--- src/rtl/fetch_stage.sv ---
// rtl/fetch_stage.sv - instruction-fetch stage: PC, IF/ID register, stall/redirect/halt
//
// Purpose: holds the word-index PC, addresses a zero-latency instruction memory,
// and captures the returned word into the IF/ID pipeline register.
// Ports:
//   clk, reset        rising-edge clock, synchronous active-high reset
//   stall             hold PC and IF/ID (ignored while halted)
//   redirect          load redirect_pc (mod IMEM_DEPTH), squash IF/ID; wins over stall
//   redirect_pc[31:0] redirect target word index
//   imem_instr[31:0]  word read at imem_addr (combinational memory)
//   imem_addr[31:0]   current PC
//   if_id_instr/if_id_pc1/if_id_valid  IF/ID pipeline register contents
//   halted            fetch stopped on HALT_WORD
//   fetch_count[31:0] instructions issued into IF/ID (wraps)

module fetch_stage #(
    parameter int          IMEM_DEPTH = 512,
    parameter logic [31:0] RESET_PC   = 32'd0,
    parameter logic [31:0] HALT_WORD  = 32'hFFFF_FFFF,
    parameter logic [31:0] NOP_WORD   = 32'd0
) (
    input  logic        clk,
    input  logic        reset,
    input  logic        stall,
    input  logic        redirect,
    input  logic [31:0] redirect_pc,
    input  logic [31:0] imem_instr,
    output logic [31:0] imem_addr,
    output logic [31:0] if_id_instr,
    output logic [31:0] if_id_pc1,
    output logic        if_id_valid,
    output logic        halted,
    output logic [31:0] fetch_count
);

    typedef enum logic [0:0] {
        RUN    = 1'b0,
        HALTED = 1'b1
    } state_t;

    state_t      state;
    logic [31:0] pc;
    logic [31:0] pc_next;
    logic [31:0] redirect_wrapped;

    // Sequential successor wraps at the end of instruction memory.
    assign pc_next          = (pc + 32'd1 == 32'(IMEM_DEPTH)) ? 32'd0 : pc + 32'd1;
    // Targets beyond the memory alias back into it.
    assign redirect_wrapped = redirect_pc % 32'(IMEM_DEPTH);
    assign imem_addr        = pc;

    always_ff @(posedge clk) begin
        if (reset) begin
            state       <= RUN;
            pc          <= RESET_PC;
            if_id_instr <= NOP_WORD;
            if_id_pc1   <= 32'd0;
            if_id_valid <= 1'b0;
            halted      <= 1'b0;
            fetch_count <= 32'd0;
        end else begin
            case (state)
                RUN: begin
                    if (redirect) begin
                        // Squash whatever was fetched at the old PC.
                        pc          <= redirect_wrapped;
                        if_id_instr <= NOP_WORD;
                        if_id_valid <= 1'b0;
                    end else if (stall) begin
                        // Everything holds.
                    end else if (imem_instr == HALT_WORD) begin
                        // PC stays on the halt word; it is never issued.
                        if_id_instr <= NOP_WORD;
                        if_id_valid <= 1'b0;
                        halted      <= 1'b1;
                        state       <= HALTED;
                    end else begin
                        if_id_instr <= imem_instr;
                        if_id_pc1   <= pc_next;
                        if_id_valid <= 1'b1;
                        fetch_count <= fetch_count + 32'd1;
                        pc          <= pc_next;
                    end
                end
                HALTED: begin
                    if_id_instr <= NOP_WORD;
                    if_id_valid <= 1'b0;
                    if (redirect) begin
                        pc     <= redirect_wrapped;
                        halted <= 1'b0;
                        state  <= RUN;
                    end
                end
                default: begin
                    state <= RUN;
                end
            endcase
        end
    end

endmodule

--- config.mk ---
export PLATFORM = sky130hd
export DESIGN_NAME = fetch_stage
export DESIGN_NICKNAME = d
export VERILOG_FILES = /design/src/rtl/fetch_stage.sv
export SDC_FILE = /design/constraint.sdc
export NUM_CORES = 1
export LEC_CHECK = 0
export CAP_MARGIN = 5
export CORE_ASPECT_RATIO = 2
export CORE_MARGIN = 2
export CORE_UTILIZATION = 23
export CTS_CLUSTER_DIAMETER = 60
export CTS_CLUSTER_SIZE = 30
export DETAILED_ROUTE_END_ITERATION = 10
export PLACE_DENSITY = 0.47
export SYNTH_ARGS = -nofsm -noshare
export SYNTH_HDL_FRONTEND = slang
export SYNTH_SLANG_ARGS = --single-unit
--- constraint.sdc ---
create_clock -name clk -period 3.55 [get_ports clk]
set_input_delay 1.065 -clock clk [delete_from_list [all_inputs] [get_ports clk]]
set_output_delay 1.065 -clock clk [all_outputs]
set_load 0.05 [all_outputs]
After elaboration in Yosys (flattened, before gate mapping)
Index checks and enable logic that the tools add are counted.

Bits in registers: 131. Bits in latches: 0. Memory bits (writable): 0. ROM bits: 0. Bits of input ports: 68. Output and inout port bits: 130. Logic and storage cells: 48. Memories kept: 0.

Add/subtract/negate cells: 2. Multiply operators: 0. Div/mod/pow operators: 0. $lt $le $gt $ge: 0. Equal/unequal tests: 8. Shift operators: 0. Multiplexer cells: 24. Bitwise logic cells: 4. Reduce and logical (&&, ||, !) cells: 3.

Operators with widths (number): $mux W32 (8); $pmux W32 S2 (2); $add A32 B1 Y32 const B (2); $eq A32 B10 Y1 const B (1); $eq A32 B32 Y1 const B (1); $mux W1 (11); $ne A2 B2 Y1 const B (4); $reduce_and A4 Y1 (2); $ne A3 B3 Y1 const B (2); $pmux W1 S2 (3); $not A1 Y1 (4); $reduce_and A3 Y1 (1).

Depth between registers and ports, before layout
Depth after elaboration: 7. Gate-level depth with buffers: 12. Mapped depth without buffers: 9.

Least setup slack after synthesis
Ideal clock, no wire load.

Path type: flip-flop to flip-flop. Start: reg pc[4] (netlist: imem_addr[4]). End: reg pc[11] (netlist: imem_addr[11]). Arrival time: 2.861 ns. Data required time: 3.476 ns. Slack: 0.615 ns. Stages on the path, launching flop included: 13. Path buffers: 4. Period minus slack after synthesis: 2.935 ns. Cells stage by stage: dfxtp_1 buf_4 and4_1 buf_4 nand4_2 or4_1 clkbuf_1 mux2i_1 o211a_1 a311oi_4 buf_6 nand3_1 o21ai_0.

Word-level cells in the longest chain between the ends: 7.

RTL lines: start, declared (RTL line 42) `logic [31:0] pc;`; start signal, assigned (RTL line 66) `pc <= redirect_wrapped;`; start signal, assigned (RTL line 82) `pc <= pc_next;`; start signal, assigned (RTL line 89) `pc <= redirect_wrapped;`; $add A32 B1 Y32 (*) (RTL line 47) `assign pc_next = (pc + 32'd1 == 32'(IMEM_DEPTH)) ? 32'd0 : pc + 32'd1;`; $eq A32 B10 Y1 (RTL line 47); $mux W32 (*) (RTL line 47); $mux W32 (*) (RTL line 71) `end else if (imem_instr == HALT_WORD) begin`; $mux W32 (*) (RTL line 69) `end else if (stall) begin`; $mux W32 (*) (RTL line 64) `if (redirect) begin`; $pmux W32 S2 (*) (RTL line 62) `case (state)`.

Every way passes the cells marked *; elsewhere a longest branch is shown, timed or not. The select of a mux whose other input is x is not followed. A chain may end at the register's enable or synchronous reset.

Worst setup path in the final report
Start: reg pc[0] (netlist: imem_addr[0]). End: reg pc[19] (netlist: imem_addr[19]).

The elaborated chain is that of the path after synthesis.

==> reports/qor.yml <==
status:
  outcome: "finished, final reports clean"
clock_network:
  htreeDepth: 4
  cts.sinks: 131
  root_buffer: "clkbuf_16"
  cts_setup_buffers: 0
  clk_pin_slew_ns: 0.06
  cts.repair.resized: 0
  cts_buffers: 17
  cts.path.max_buffers: 2
  cts_tree: "done"
  postCtsHoldBufs: 0
  clk_latency_ns: 0.44
placed_design:
  hpwl_mm: 17.28
  io_buffers: 174
  dpl_cell_area_sq_mm: 0.008549
  routabilityCongestion: 0.8854
synth:
  ys_types: 57
  seq_area_frac_synth_pct: 41.47
  synth_fa_ha_area_share_pct: 0.3957
  synth_ff_type: "dfxtp_1"
  synth_xor_area_share_pct: 5.679
  synth_compound_area_share_pct: 18.64
  synth_nets: 859
  synth_warnings: 0
  async_reset_ff_share_pct: 0
  synth-simple-area-share_pct: 28.45
  netlist_instances: 789
  synth_top_family_by_area: "simple AND/OR/NAND/NOR gates"
  syn_area_sq_mm: 0.006324
  syn_area_per_cell_sq_um: 8.015
  synth_seq_cells: 131
  muxShareOfSynthArea_pct: 0.3166
  synth_edf_count: 0
critical_path:
  cpPeakStageDelay_ns: 0.68
  cp_top_family: "compound AO/OA/AOI/OAI gates"
  crit_type: "flip-flop to flip-flop"
  cp_cell_sequence: "ha_1 > nand4_1 > or4_1 > or3_1 > o211ai_1 > nor4_2 > a311oi_4 > a21boi_1 > a21o_1"
  worstPathRequired_ns: 3.93
  cp_num_buf_inv: 0
  cp-start-kind: "flip-flop"
  cp_max_fo: 15
  end_kind: "flip-flop"
  cp_slowest_cell: "a311oi_4"
  worst_ep_arrival_time_ns: 3.53
timing:
  relSlewSlack_pct: 50.14
  fin_crit_sh_pct: 88.65
  fmax_mhz: 317.7
  drv_slew: 0
  rsz0062_at_grt: "no"
  period_needed_ns: 3.147
  setup_tns_ns: 0
  finalSetupViolCount: 0
  hold_slack_ns: 0.4506
  clock_skew_ns: 0.009688
  hold_viol: 0
  worst_slew_pin_slew_ns: 0.7479
floorplan:
  die_h_um: 238.5
  std_cell_rows: 85
  initial_utilization_pct: 23.41
  core-area_sq_mm: 0.02701
  dieWidth_um: 121.2
  pin_count: 198
  dieArea_sq_mm: 0.02892
pwr:
  p_int_mw: 2.706
  clockPowerShare_pct: 46.9
  p_seq_share_pct: 41.3
  peakVddDrop_mv: 0.2628
  p_sw_mw: 1.012
  p_leak_nw: 3.122
  switching_share_pct: 27.23
  powerDensity_mw_per_mm2: 407.7
  p_comb_share_pct: 11.8
layout:
  design_area_sq_mm: 0.009119
  final_cell_mix: "173 x clkdlybuf4s50_1, 131 x dfxtp_1, 117 x nor2_1"
  diodes: 0
  syn2layout_area_growth_pct: 44.20
  nets: 1029
  drive_gt1_share_pct: 8.333
  final_common_cell: "clkdlybuf4s50_1"
route:
  remaining_drc_errors: 0
  detail_route.wl_per_cell_um: 17.57
  avgViaCountPerCell: 4.814
  dr.first_iter.drc_count: 322
  final_antenna_net_count: 0
  firstDrtPassIters: 5
  totalWireLength_mm: 23.20
  vias: 6355
global_routing:
  grt_max_degree: 71
  grt_pass1_wl_mm: 36.09
  antenna_found_initial: 0
  gr-total-overflow: 0
  grt_pass1_vias: 6296
  grt_usage_pct: 16.37
run:
  drv_cap: 0
hold_path:
  hold_path.class: "flip-flop to flip-flop"
==> power by group through the flow <==
stage	registers, mW	logic, mW	clock network [mW]
2_1_floorplan	1.68	0.141	0
4_1_cts	1.53	0.445	1.80
3_5_place_dp	1.57	0.444	0
5_1_grt	1.54	0.469	1.87
3_3_place_gp	1.57	0.443	0
6_report	1.53	0.438	1.74
==> synthesized netlist by cell type (17+ instances only) <==
master    instances  share of area [%]
and3_1           17                1.7
nand4_1          19                1.9
a22oi_1          36                4.3
nor2_1          117                6.9
clkbuf_1         40                2.4
a211oi_1         21                2.5
o21ai_0          28                2.2
nand3_1          29                2.3
dfxtp_1         131                 41
nor3_1           24                1.9
nand2_1          75                4.5
xnor2_1          26                3.6
a21oi_1          48                3.8
==> cell type report <==
type / count / area, sq um
Sequential cell: 131 / 2623
Clock buffer: 20 / 436.7
Tap cell: 348 / 435.4
Inverter: 13 / 48.80
Fill cell: 2917 / 17890
Timing Repair Buffer: 212 / 2049
Clock inverter: 12 / 132.6
Multi-Input combinational cell: 584 / 3393
==> per-stage QoR <==
step / instances / setup WS (ns) / util [%] / power (mW)
after detailed placement: 1288 / 0.005901 / 31.65 / 2.011
final: 1320 / 0.4028 / 33.76 / 3.718
after global placement: 1288 / -0.001272 / 31.65 / 2.009
after CTS: 1320 / 0.3965 / 33.76 / 3.780
after global routing: 1320 / 0.1583 / 33.76 / 3.874
after floorplan: 789 / 0.6148 / - / 1.818
==> cells by family (layout without fill, tap and decap cells) <==
group | after synthesis | after routing
DFF | 131 | 131
muxes | 2 | 2
AOI/OAI and AO/OA | 181 | 181
buffers and inverters | 74 | 257
adders and majority gates | 2 | 2
xor gates and xnor gates | 41 | 41
and+or+nand+nor | 358 | 358
==> worst register-to-register path: stages (launching register included) <==
cell and delay [ns]:
dfxtp_1 0.56, ha_1 0.31, nand4_1 0.13, or4_1 0.52
or3_1 0.34, o211ai_1 0.12, nor4_2 0.10, a311oi_4 0.68
a21boi_1 0.25, a21o_1 0.10
==> metal layers <==
metal / share of wire [%] / global-route usage [%]
met5: 0 / 0
met4: 2.9 / 7.036
met3: 4.0 / 3.578
met2: 56 / 31.14
met1: 37 / 16.80
==> flip-flops by register name, summed over array words and instances, names as in the netlist <==
register and count:
fetch_count 32, if_id_instr 32, if_id_pc1 32, imem_addr 32, halted 1, if_id_valid 1, state 1
==> worst paths after layout <==
check / to / slack [ns] / startpoint / cells past startpoint
max: imem_addr[19] / 0.40 / imem_addr[0] / 9
min: if_id_pc1[26] / 0.45 / if_id_pc1[26] / 2
max reg2reg: imem_addr[19] / 0.40 / imem_addr[0] / 9
min reg2reg: if_id_pc1[26] / 0.45 / if_id_pc1[26] / 2
No activity file was read; power rests on OpenSTA's default activity.
==> RTL change 1: new RTL, config.mk and constraints unchanged <==
Make the reset (`reset`) asynchronous in one clocked block. Comments in the files are not updated.
--- a/src/rtl/fetch_stage.sv
+++ b/src/rtl/fetch_stage.sv
@@ -50,5 +50,5 @@
     assign imem_addr        = pc;
 
-    always_ff @(posedge clk) begin
+    always_ff @(posedge clk or posedge reset) begin
         if (reset) begin
             state       <= RUN;
Formal check against the unedited RTL: differs if reset is asserted again (counterexample within 4 cycles, from zero or initial values and one cycle with reset high); with reset held inactive, the same outputs for 4 cycles.
==> RTL change 1 against the unedited design <==
Final area is 1.7% higher; wire length is 15% lower; sequential cell count stayed put; worst setup slack worse by 0.22 ns; die area is 0.14% higher; area after synthesis is 0.14% higher; global-route usage is 2.2 points lower.
Power is not compared: it rests on default switching activity, and its combinational part moved more than twofold at a synthesized area within 25%.
==> RTL change 1: results (changes against the unedited design) <==
Finish
  – Non-Filler Instances: 1185 (was 1320)
  – Clk cell area share: 6.87% (was 6.24%)
  – Post-layout net count: 890 (was 1029)
  – Fill cells: 2876 (was 2917)
  – Multi-input combinational area share: 29.4% (was 37.2%)
  – Fraction of layout cells with a size suffix above 1: 11.0% (was 8.33%)
  – Fin area: 9280 sq um (was 9120 sq um)
  – NonClk Buf Share: 23.1% (was 22.5%)
  – Inverters, non-clock: 10 (was 13)
  – Sequential cell area: 3280 sq um (was 2620 sq um)

Detailed routing
  – Via density: 4.56 (was 4.81)
  – Avg WL per Cell: 16.5 microns (was 17.6 microns)
  – Routed wl met3: 1670 microns (was 922 microns)

Global routing
  – Number of global-route vias before repair: 5599 (was 6296)

Synth
  – Post-synth top cells: 131 x dfrtp_1, 67 x nand2_1, 65 x nor2_1, 48 x xnor2_1 (was 131 x dfxtp_1, 117 x nor2_1, 75 x nand2_1, 48 x a21oi_1, 40 x clkbuf_1)
  – Top cells by area, synth: dfrtp_1 52%, xnor2_1 6.6%, a22o_1 4.4%, nand2_1 4.0%, nor2_1 3.9% (was dfxtp_1 41%, nor2_1 6.9%, nand2_1 4.5%, a22oi_1 4.3%, a21oi_1 3.8%)
  – Distinct cell type count after synthesis: 49 (was 57)
  – Compound-Gate Fraction of Synth Area: 13.7% (was 18.6%)
  – Adder-Cell Fraction of Synth Area: 0.395% (was 0.396%)
  – Cell count after synthesis: 631 (was 789)

Timing
  – Hold_ws: 0.471 ns (was 0.451 ns)

Status
  – Status: complete, no violations (unchanged)

Placed design
  – HPWL after DPL: 14400 microns (was 17300 microns)
  – Routability Congestion: 0.832 (was 0.885)
  – Placed Area: 8640 sq um (was 8550 sq um)
  – Pre-CTS WS: 0.0855 ns (was 0.00590 ns)

Worst setup path
  – CP Data Arrival Time: 3.69 ns (was 3.53 ns)
  – R2R Setup Slk: 0.18 ns (was 0.40 ns)
  – CP max stage delay: 0.56 ns (was 0.68 ns)
  – CP max stage cell: or4_1 (was a311oi_4)
  – Critical-path maximum fanout: 4 (was 15)
  – Reg-to-reg endpoint: imem_addr[1]$_DFFE_PP0P_ (was imem_addr[19]$_SDFFE_PP0P_)

Die
  – CORE AREA: 27300 sq um (was 27000 sq um)
[RTL change 1: changes by cell type in the layout (fill, tap and decap cells not counted), sizes merged, moves of 22 or more]
cell	unedited run	this run
a22oi	36	2
nor2	117	65
a22o	1	32
dfrtp	0	131
dfxtp	131	0
xnor2	26	48
[RTL change 1: worst max-delay path by stage]
stage,from,endpoint,slack (ns),depth (start not counted)
finish,imem_addr[0]$_DFFE_PP0P_,imem_addr[1]$_DFFE_PP0P_,0.18,10
global route,imem_addr[0]$_DFFE_PP0P_,imem_addr[1]$_DFFE_PP0P_,0.001,10
CTS,imem_addr[0]$_DFFE_PP0P_,imem_addr[1]$_DFFE_PP0P_,0.17,10
detailed placement,imem_instr[27],fetch_count[27]$_DFFE_PP0P_,0.09,10
global placement,imem_instr[27],fetch_count[19]$_DFFE_PP0P_,0.11,10
floorplan,imem_addr[9]$_DFFE_PP0P_,imem_addr[28]$_DFFE_PP0P_,0.01,10
==> RTL change 2: new RTL, config.mk and constraints unchanged <==
Without the edit above. Change the parameter `HALT_WORD` from 32'hFFFF_FFFF to 32'h80000000.
--- a/src/rtl/fetch_stage.sv
+++ b/src/rtl/fetch_stage.sv
@@ -17,5 +17,5 @@
     parameter int          IMEM_DEPTH = 512,
     parameter logic [31:0] RESET_PC   = 32'd0,
-    parameter logic [31:0] HALT_WORD  = 32'hFFFF_FFFF,
+    parameter logic [31:0] HALT_WORD  = 32'h80000000,
     parameter logic [31:0] NOP_WORD   = 32'd0
 ) (
Function: changed (a bounded check fails within 4 cycles, from zero or initial values and one cycle with reset high).
==> RTL change 2 against the unedited design <==
Power up 4.2%; largest cell class unchanged; clock skew down 0.0026 ns; largest power group unchanged; final area down 3.0%; synthesized cell count down 7.4%; critical path type unchanged; critical endpoint is now if_id_pc1[9]$_SDFFE_PP0P_; sequential cell count unchanged; maximum frequency up 4.7%; worst setup slack better by 0.14 ns; clock power up 9%; wire length down 8.6%; area after synthesis down 5.0%.
==> RTL change 2: results (changes against the unedited design) <==
Status
  – Status: complete, no violations (unchanged)

Detailed routing
  – Initial drt markers: 205 (was 322)
  – Via count: 5817 (was 6355)

Finish
  – Fraction of layout cells with a size suffix above 1: 8.55% (was 8.33%)
  – NonClk Buf Share: 22.6% (was 22.5%)
  – Multi-Input Combinational: 535 (was 584)
  – Post-layout net count: 969 (was 1029)
  – CLK BUF: 24 (was 20)
  – Inverters, non-clock: 12 (was 13)
  – Multi-input combinational area share: 35.3% (was 37.2%)

Global routing
  – Met1 usage: 14.9% (was 16.8%)
  – GRT Total Usage: 15.4% (was 16.4%)
  – Met2 Resource Use GR: 29.9% (was 31.1%)
  – Met3 Use GR: 4.51% (was 3.58%)
  – First-pass GRT wire length: 32400 microns (was 36100 microns)

Synth
  – Post-synth top cells: 143 x nor2_1, 131 x dfxtp_1, 60 x nand2_1, 48 x a21oi_1, 35 x clkbuf_1 (was 131 x dfxtp_1, 117 x nor2_1, 75 x nand2_1, 48 x a21oi_1, 40 x clkbuf_1)
  – Syn Nets: 801 (was 859)
  – Register area share after synthesis: 43.7% (was 41.5%)

Placed design
  – Routability Congestion: 0.810 (was 0.885)
  – Placed insts: 1220 (was 1288)
  – HPWL after DPL: 15900 microns (was 17300 microns)

Worst setup path
  – R2R Setup Slk: 0.54 ns (was 0.40 ns)
  – RR Startpoint: imem_addr[1]$_SDFFE_PP0P_ (was imem_addr[0]$_SDFFE_PP0P_)
  – CP Data Arrival Time: 3.30 ns (was 3.53 ns)
  – CP max stage delay: 0.46 ns (was 0.68 ns)
  – Crit-path leading delay family: simple AND/OR/NAND/NOR gates (was compound AO/OA/AOI/OAI gates)
  – Reg-to-reg endpoint: if_id_pc1[9]$_SDFFE_PP0P_ (was imem_addr[19]$_SDFFE_PP0P_)

Timing
  – Slew margin rel.: 54.2% (was 50.1%)

Hold path
  – Hold endpoint: if_id_pc1[0]$_SDFFE_PP0P_ (was if_id_pc1[26]$_SDFFE_PP0P_)
  – Origin of the worst min-delay path: if_id_pc1[0]$_SDFFE_PP0P_ (was if_id_pc1[26]$_SDFFE_PP0P_)

Power and ir drop
  – Pleak: 2.95 nW (was 3.12 nW)
RTL change 2: worst max path at each step:
stage | start | endpoint | slack (ns) | cells past startpoint
6_report | imem_addr[1]$_SDFFE_PP0P_ | if_id_pc1[9]$_SDFFE_PP0P_ | 0.54 | 9
5_1_grt | imem_addr[1]$_SDFFE_PP0P_ | if_id_pc1[9]$_SDFFE_PP0P_ | 0.28 | 9
4_1_cts | imem_addr[21]$_SDFFE_PP0P_ | imem_addr[21] | 0.54 | 1
3_5_place_dp | imem_instr[0] | fetch_count[28]$_SDFFE_PP0P_ | 0.11 | 9
3_3_place_gp | imem_instr[17] | fetch_count[22]$_SDFFE_PP0P_ | 0.15 | 9
2_1_floorplan | imem_addr[1]$_SDFFE_PP0P_ | imem_addr[0]$_SDFFE_PP0P_ | 0.52 | 9
RTL change 2: logic make-up (layout without fill, tap and decap cells):
kind of cell    Yosys count  after routing  synth area share (%)
buf+inv                  65            246                  4.48
mux                       2              2                 0.375
xor+xnor                 60             60                  8.75
fa+ha+maj                 2              2                 0.417
flops                   131            131                  43.7
simple gates            333            333                  27.1
compound gates          138            138                  15.2
RTL change 2: power groups by stage:
stage | registers, mW | logic [mW] | clock network (mW)
global placement | 1.57 | 0.443 | 0
global route | 1.55 | 0.465 | 2.01
floorplan | 1.69 | 0.134 | 0
CTS | 1.54 | 0.444 | 1.96
finish | 1.54 | 0.438 | 1.90
detailed placement | 1.57 | 0.443 | 0
RTL change 2: stage by stage:
step                      util [%]  instance area, sq um  hold slack [ns]
after global routing          34.5                  8850            0.473
after floorplan                  -                  6010            0.513
after CTS                     34.5                  8850            0.455
after detailed placement      32.0                  8220            0.447
final                         34.5                  8850            0.455
after global placement        32.0                  8220            0.443
